`src/rtl/bitplane_row_scheduler.sv`:
```
// Row/bit-plane sequencer: shifts one row per plane, then latches it into the brightness timer.
// Outputs registered; pixel_ready stalls column shifting; output_enable holds the latch.
module bitplane_row_scheduler #(
    parameter int N       = 8,
    parameter int ROWS    = 16,
    parameter int COLUMNS = 64
) (
    input  logic                       clk_in,
    input  logic                       reset,
    input  logic                       enable,
    input  logic                       pixel_ready,
    input  logic                       output_enable,
    output logic                       pixel_valid,
    output logic [$clog2(COLUMNS)-1:0] column_address,
    output logic [$clog2(ROWS)-1:0]    data_row,
    output logic [N-1:0]               data_plane_mask,
    output logic                       row_latch,
    output logic [$clog2(ROWS)-1:0]    row_address,
    output logic [N-1:0]               brightness_mask_active,
    output logic                       frame_start
);

    localparam int CW = $clog2(COLUMNS);
    localparam int RW = $clog2(ROWS);

    localparam logic [CW-1:0] LAST_COL = CW'(COLUMNS - 1);
    localparam logic [RW-1:0] LAST_ROW = RW'(ROWS - 1);
    localparam logic [N-1:0]  PLANE0   = N'(1);

    typedef enum logic [1:0] {
        IDLE    = 2'd0,
        SHIFT   = 2'd1,
        WAIT_OE = 2'd2,
        LATCH   = 2'd3
    } state_t;

    state_t        r_state;
    state_t        w_state_nxt;

    logic          r_pixel_valid;
    logic [CW-1:0] r_column;
    logic [RW-1:0] r_data_row;
    logic [N-1:0]  r_plane_mask;
    logic          r_row_latch;
    logic [RW-1:0] r_row_address;
    logic [N-1:0]  r_bright_mask;
    logic          r_frame_start;

    logic          w_pixel_valid_nxt;
    logic [CW-1:0] w_column_nxt;
    logic [RW-1:0] w_data_row_nxt;
    logic [N-1:0]  w_plane_mask_nxt;
    logic          w_row_latch_nxt;
    logic [RW-1:0] w_row_address_nxt;
    logic [N-1:0]  w_bright_mask_nxt;
    logic          w_frame_start_nxt;

    logic [N-1:0]  w_plane_rot;
    logic [RW-1:0] w_row_inc;

    // Rotate-left written with shifts so it also holds for a single-plane build.
    assign w_plane_rot = (r_plane_mask << 1) | (r_plane_mask >> (N - 1));
    assign w_row_inc   = (r_data_row == LAST_ROW) ? '0 : r_data_row + RW'(1);

    always_ff @(posedge clk_in) begin
        if (!reset) begin
            r_state       <= IDLE;
            r_pixel_valid <= 1'b0;
            r_column      <= '0;
            r_data_row    <= '0;
            r_plane_mask  <= PLANE0;
            r_row_latch   <= 1'b0;
            r_row_address <= '0;
            r_bright_mask <= '0;
            r_frame_start <= 1'b0;
        end else begin
            r_state       <= w_state_nxt;
            r_pixel_valid <= w_pixel_valid_nxt;
            r_column      <= w_column_nxt;
            r_data_row    <= w_data_row_nxt;
            r_plane_mask  <= w_plane_mask_nxt;
            r_row_latch   <= w_row_latch_nxt;
            r_row_address <= w_row_address_nxt;
            r_bright_mask <= w_bright_mask_nxt;
            r_frame_start <= w_frame_start_nxt;
        end
    end

    always_comb begin
        w_state_nxt       = r_state;
        w_pixel_valid_nxt = r_pixel_valid;
        w_column_nxt      = r_column;
        w_data_row_nxt    = r_data_row;
        w_plane_mask_nxt  = r_plane_mask;
        w_row_latch_nxt   = 1'b0;
        w_row_address_nxt = r_row_address;
        w_bright_mask_nxt = r_bright_mask;
        w_frame_start_nxt = 1'b0;

        case (r_state)
            IDLE: begin
                w_pixel_valid_nxt = 1'b0;
                if (enable) begin
                    w_state_nxt       = SHIFT;
                    w_pixel_valid_nxt = 1'b1;
                    w_column_nxt      = '0;
                    w_frame_start_nxt = (r_data_row == '0) && (r_plane_mask == PLANE0);
                end
            end

            SHIFT: begin
                if (pixel_ready) begin
                    if (r_column == LAST_COL) begin
                        w_column_nxt      = '0;
                        w_pixel_valid_nxt = 1'b0;
                        w_state_nxt       = WAIT_OE;
                    end else begin
                        w_column_nxt = r_column + CW'(1);
                    end
                end
            end

            WAIT_OE: begin
                // Display registers move only here, so they track row_latch exactly.
                if (!output_enable) begin
                    w_state_nxt       = LATCH;
                    w_row_latch_nxt   = 1'b1;
                    w_bright_mask_nxt = r_plane_mask;
                    w_row_address_nxt = r_data_row;
                end
            end

            LATCH: begin
                w_plane_mask_nxt = w_plane_rot;
                if (r_plane_mask[N-1]) begin
                    w_data_row_nxt = w_row_inc;
                end
                // When stopping, the frame pulse is deferred to the IDLE exit instead.
                if (enable) begin
                    w_state_nxt       = SHIFT;
                    w_pixel_valid_nxt = 1'b1;
                    w_column_nxt      = '0;
                    w_frame_start_nxt = r_plane_mask[N-1] && (w_row_inc == '0);
                end else begin
                    w_state_nxt       = IDLE;
                    w_pixel_valid_nxt = 1'b0;
                end
            end

            default: begin
                w_state_nxt       = IDLE;
                w_pixel_valid_nxt = 1'b0;
            end
        endcase
    end

    assign pixel_valid            = r_pixel_valid;
    assign column_address         = r_column;
    assign data_row               = r_data_row;
    assign data_plane_mask        = r_plane_mask;
    assign row_latch              = r_row_latch;
    assign row_address            = r_row_address;
    assign brightness_mask_active = r_bright_mask;
    assign frame_start            = r_frame_start;

endmodule

```
`config.mk`:
```
export PLATFORM = sky130hd
export DESIGN_NAME = bitplane_row_scheduler
export DESIGN_NICKNAME = d
export VERILOG_FILES = /design/src/rtl/bitplane_row_scheduler.sv
export SDC_FILE = /design/constraint.sdc
export NUM_CORES = 1
export LEC_CHECK = 0
export ABC_AREA = 0
export CAP_MARGIN = 30
export CORE_MARGIN = 3
export CORE_UTILIZATION = 44
export CTS_BUF_LIST = sky130_fd_sc_hd__clkbuf_16
export DETAILED_ROUTE_END_ITERATION = 8
export GPL_ROUTABILITY_DRIVEN = 0
export HOLD_SLACK_MARGIN = 0.06
export PLACE_DENSITY_LB_ADDON = 0.1
export SKIP_CTS_REPAIR_TIMING = 1
export SLEW_MARGIN = 20
export SYNTH_ARGS = -nofsm -noshare
export SYNTH_HDL_FRONTEND = slang
export SYNTH_SLANG_ARGS = --single-unit
export TNS_END_PERCENT = 10
```
`constraint.sdc`:
```
create_clock -name clk_in -period 1.73 [get_ports clk_in]
set_input_delay 0.346 -clock clk_in [delete_from_list [all_inputs] [get_ports clk_in]]
set_output_delay 0.346 -clock clk_in [all_outputs]
set_load 0.02 [all_outputs]
```
==> results.json <==
{
  "totalWireLength_um": 3830,
  "arrival_ns": 1.31,
  "worst_slew_pin_slew_ns": 0.315,
  "seqPwrFrac_pct": 34.5,
  "synthCells": 187,
  "ys_top_cells_by_area": "dfxtp_1 (43%), nand2_1 (7.9%), ha_1 (6.9%), a21oi_1 (6.2%), mux2i_1 (4.9%)",
  "whs_ns": 0.452,
  "synth_edf_count": 0,
  "finalHoldViolCount": 0,
  "slew_headroom_pct": 78.7,
  "grt_pass1_wl_um": 6310,
  "synth-xor-area-share_pct": 2.16,
  "slowest_stage": "clkdlybuf4s50_1",
  "syn_area_mm2": 0.00162,
  "wl_per_cell_um": 13.5,
  "yosysWarnings": 0,
  "diodes": 0,
  "start_util_pct": 47.2,
  "yosysTopAreaCell": "dfxtp_1",
  "area_growth_pct": 40.7,
  "synth_simple_gate_area_share_pct": 23.4,
  "power_mw": 2.64,
  "synthMuxAreaShare_pct": 4.93,
  "hold_class": "register to register",
  "synth_fa_ha_area_share_pct": 6.93,
  "detail-route-antenna-nets": 0,
  "first_pass_iters": 4,
  "worstPathRequired_ns": 1.38,
  "slew_violations": 0,
  "finalSetupViolations": 0,
  "place_area_mm2": 0.00211,
  "synth_top_family_by_area": "simple AND/OR/NAND/NOR gates",
  "rsz0062_at_grt": "no",
  "p_clk_share_pct": 32.2,
  "dp_hpwl_um": 2780,
  "drive_above_1_share_pct": 13.0,
  "numClockSinks": 35,
  "num_io_pins": 38,
  "grt_antenna_before_repair": 0,
  "use_met3_pct": 3.88,
  "vdd_drop_max_mv": 0.638,
  "nNetsFinal": 251,
  "core_area_mm2": 0.00344,
  "grt_pass1_vias": 1402,
  "io_buffers": 37,
  "die_area_mm2": 0.00446,
  "finalCritPeriodShare_pct": 95.6,
  "ys_seq_area_share_pct": 43.1,
  "cpPeakStageDelay_ns": 0.63,
  "yosys-top-cells-count": "dfxtp_1 (35), nand2_1 (34), a21oi_1 (20)",
  "grt_use_met1_pct": 24.8,
  "ys_seq_elements": 35,
  "finalCriticalPeriod_ns": 1.65,
  "cts_root_buf": "clkbuf_16",
  "die_w_um": 66.8,
  "cp.buffers_inverters": 1,
  "fin_skew_ns": 0.00345,
  "pre_cts_slack_ns": -0.0578,
  "fin_area_mm2": 0.00228,
  "synth-compound-area-share_pct": 14.5,
  "synth_flop_cell": "dfxtp_1",
  "cts_tree": "yes",
  "busiest_layer": "met2",
  "cts_made_buffers": 5,
  "grt_max_degree": 22,
  "drcViolationCount": 0,
  "drt_iter0_markers": 130,
  "clock.fmax_mhz": 605,
  "status": "finished, final reports clean",
  "syn_nets": 201,
  "worstSetupEndpointType": "output port",
  "maxCapViolations": 0,
  "critPathTopFamily": "buffers and inverters",
  "start_kind": "register",
  "yosysUniqueCellTypes": 39,
  "p_leak_nw": 0.939,
  "avgSynthCellArea_um2": 8.68,
  "powerDensity_mw_per_mm2": 1150,
  "crit_type": "register to output port",
  "path_max_fanout": 5,
  "crit_path_cell_trace": "clkdlybuf4s50_1",
  "avgViaCountPerCell": 5.28,
  "synth.most_common_cell": "dfxtp_1",
  "row_count": 21,
  "combPwrFrac_pct": 33.3,
  "switching_share_pct": 32.2,
  "clkTransAtPathRegs_ns": 0.05,
  "grtUsageMet2_pct": 28.0,
  "grt-ovfl-total": 0,
  "p_sw_uw": 849,
  "finalWorstSetupSlack_ns": 0.0759,
  "synth-async-reset-ratio_pct": 0,
  "die_h_um": 66.8,
  "vias": 1500,
  "internal_power_mw": 1.79,
  "clkLatencyLatePin_ns": 0.28,
  "clock_path_buffers": 2,
  "grt_usage_pct": 18.9,
  "synth_top_cell_area_share_pct": 43.1,
  "h-tree-depth": 2
}
## cell type report
cell class | instances | area [um2]
clock buffer | 5 | 125
clock inverter | 3 | 16.3
fill | 293 | 1160
inverter | 6 | 22.5
multi-input combinational | 137 | 862
sequential | 35 | 703
tap | 46 | 57.6
timing repair buffer | 52 | 498
## worst register-to-register path, delay by kind of cell, from the launching register on
kind | cells | cell delay [ns]
AOI/OAI and AO/OA | 2 | 0.29
DFF | 1 | 0.32
and+or+nand+nor | 1 | 0.22
muxes | 1 | 0.29
adders and majority gates | 1 | 0.30
buffers and inverters | 1 | 0.09
## per-stage QoR
stage                     cells  TNS [ns]  util [%]
after floorplan             187         0         -
after global placement      276         0      61.3
after detailed placement    276   -0.0996      61.3
after CTS                   284   -0.0991      65.4
after global routing        284         0      66.4
final                       284         0      66.4
## power groups by stage
stage	Combinational, mW	Clock [mW]	Sequential [mW]
4_1_cts	0.808	0.869	0.913
2_1_floorplan	0.512	0	0.972
6_report	0.879	0.848	0.912
3_5_place_dp	0.801	0	0.928
3_3_place_gp	0.757	0	0.925
5_1_grt	0.957	0.891	0.921
## cell usage in the layout, fill, tap and decap left out, drive strengths merged, types with 3 or more instances in the layout
cell type,Yosys,final
dfxtp,35,35
nand2,34,34
clkdlybuf4s50,0,31
a21oi,20,20
nor2,15,15
buf,6,15
ha,9,9
mux2i,8,8
nand3,7,7
inv,6,7
dlymetal6s2s,0,6
clkbuf,3,5
o21ai,5,5
nand4,4,4
nand2b,3,3
xnor2,3,3
o21a,3,3
nor4,3,3
## layer usage
metal | share of wire [%] | vias up
met2 | 48 | 54
met3 | 6.5 | 6
met4 | 1.6 | 0
met1 | 44 | 691
li1 | - | 749
met5 | 0 | -
## state kept, by name, summed over array words and instances, names as in the netlist
signal and count:
frame_start 1, data_row 4, r_state 2, pixel_valid 1, row_latch 1, column_address 6
brightness_mask_active 8, data_plane_mask 8, row_address 4
## path summary, 6_finish.rpt
kind / startpoint / end / slack, ns / cells past startpoint
max: column_address[0] / column_address[0] / 0.08 / 1
min reg2reg: row_address[1] / row_address[1] / 0.45 / 2
min: row_address[1] / row_address[1] / 0.45 / 2
max reg2reg: r_state[1] / column_address[3] / 0.12 / 6
## cell families after synthesis
group	count (synthesis)
flip-flops	35
AO/OA/AOI/OAI	38
buffers and inverters	15
multiplexers	8
adder cells (fa/ha/maj)	9
XOR/XNOR	4
AND/OR/NAND/NOR	78
Note: power is estimated with default switching activity, not from simulation.
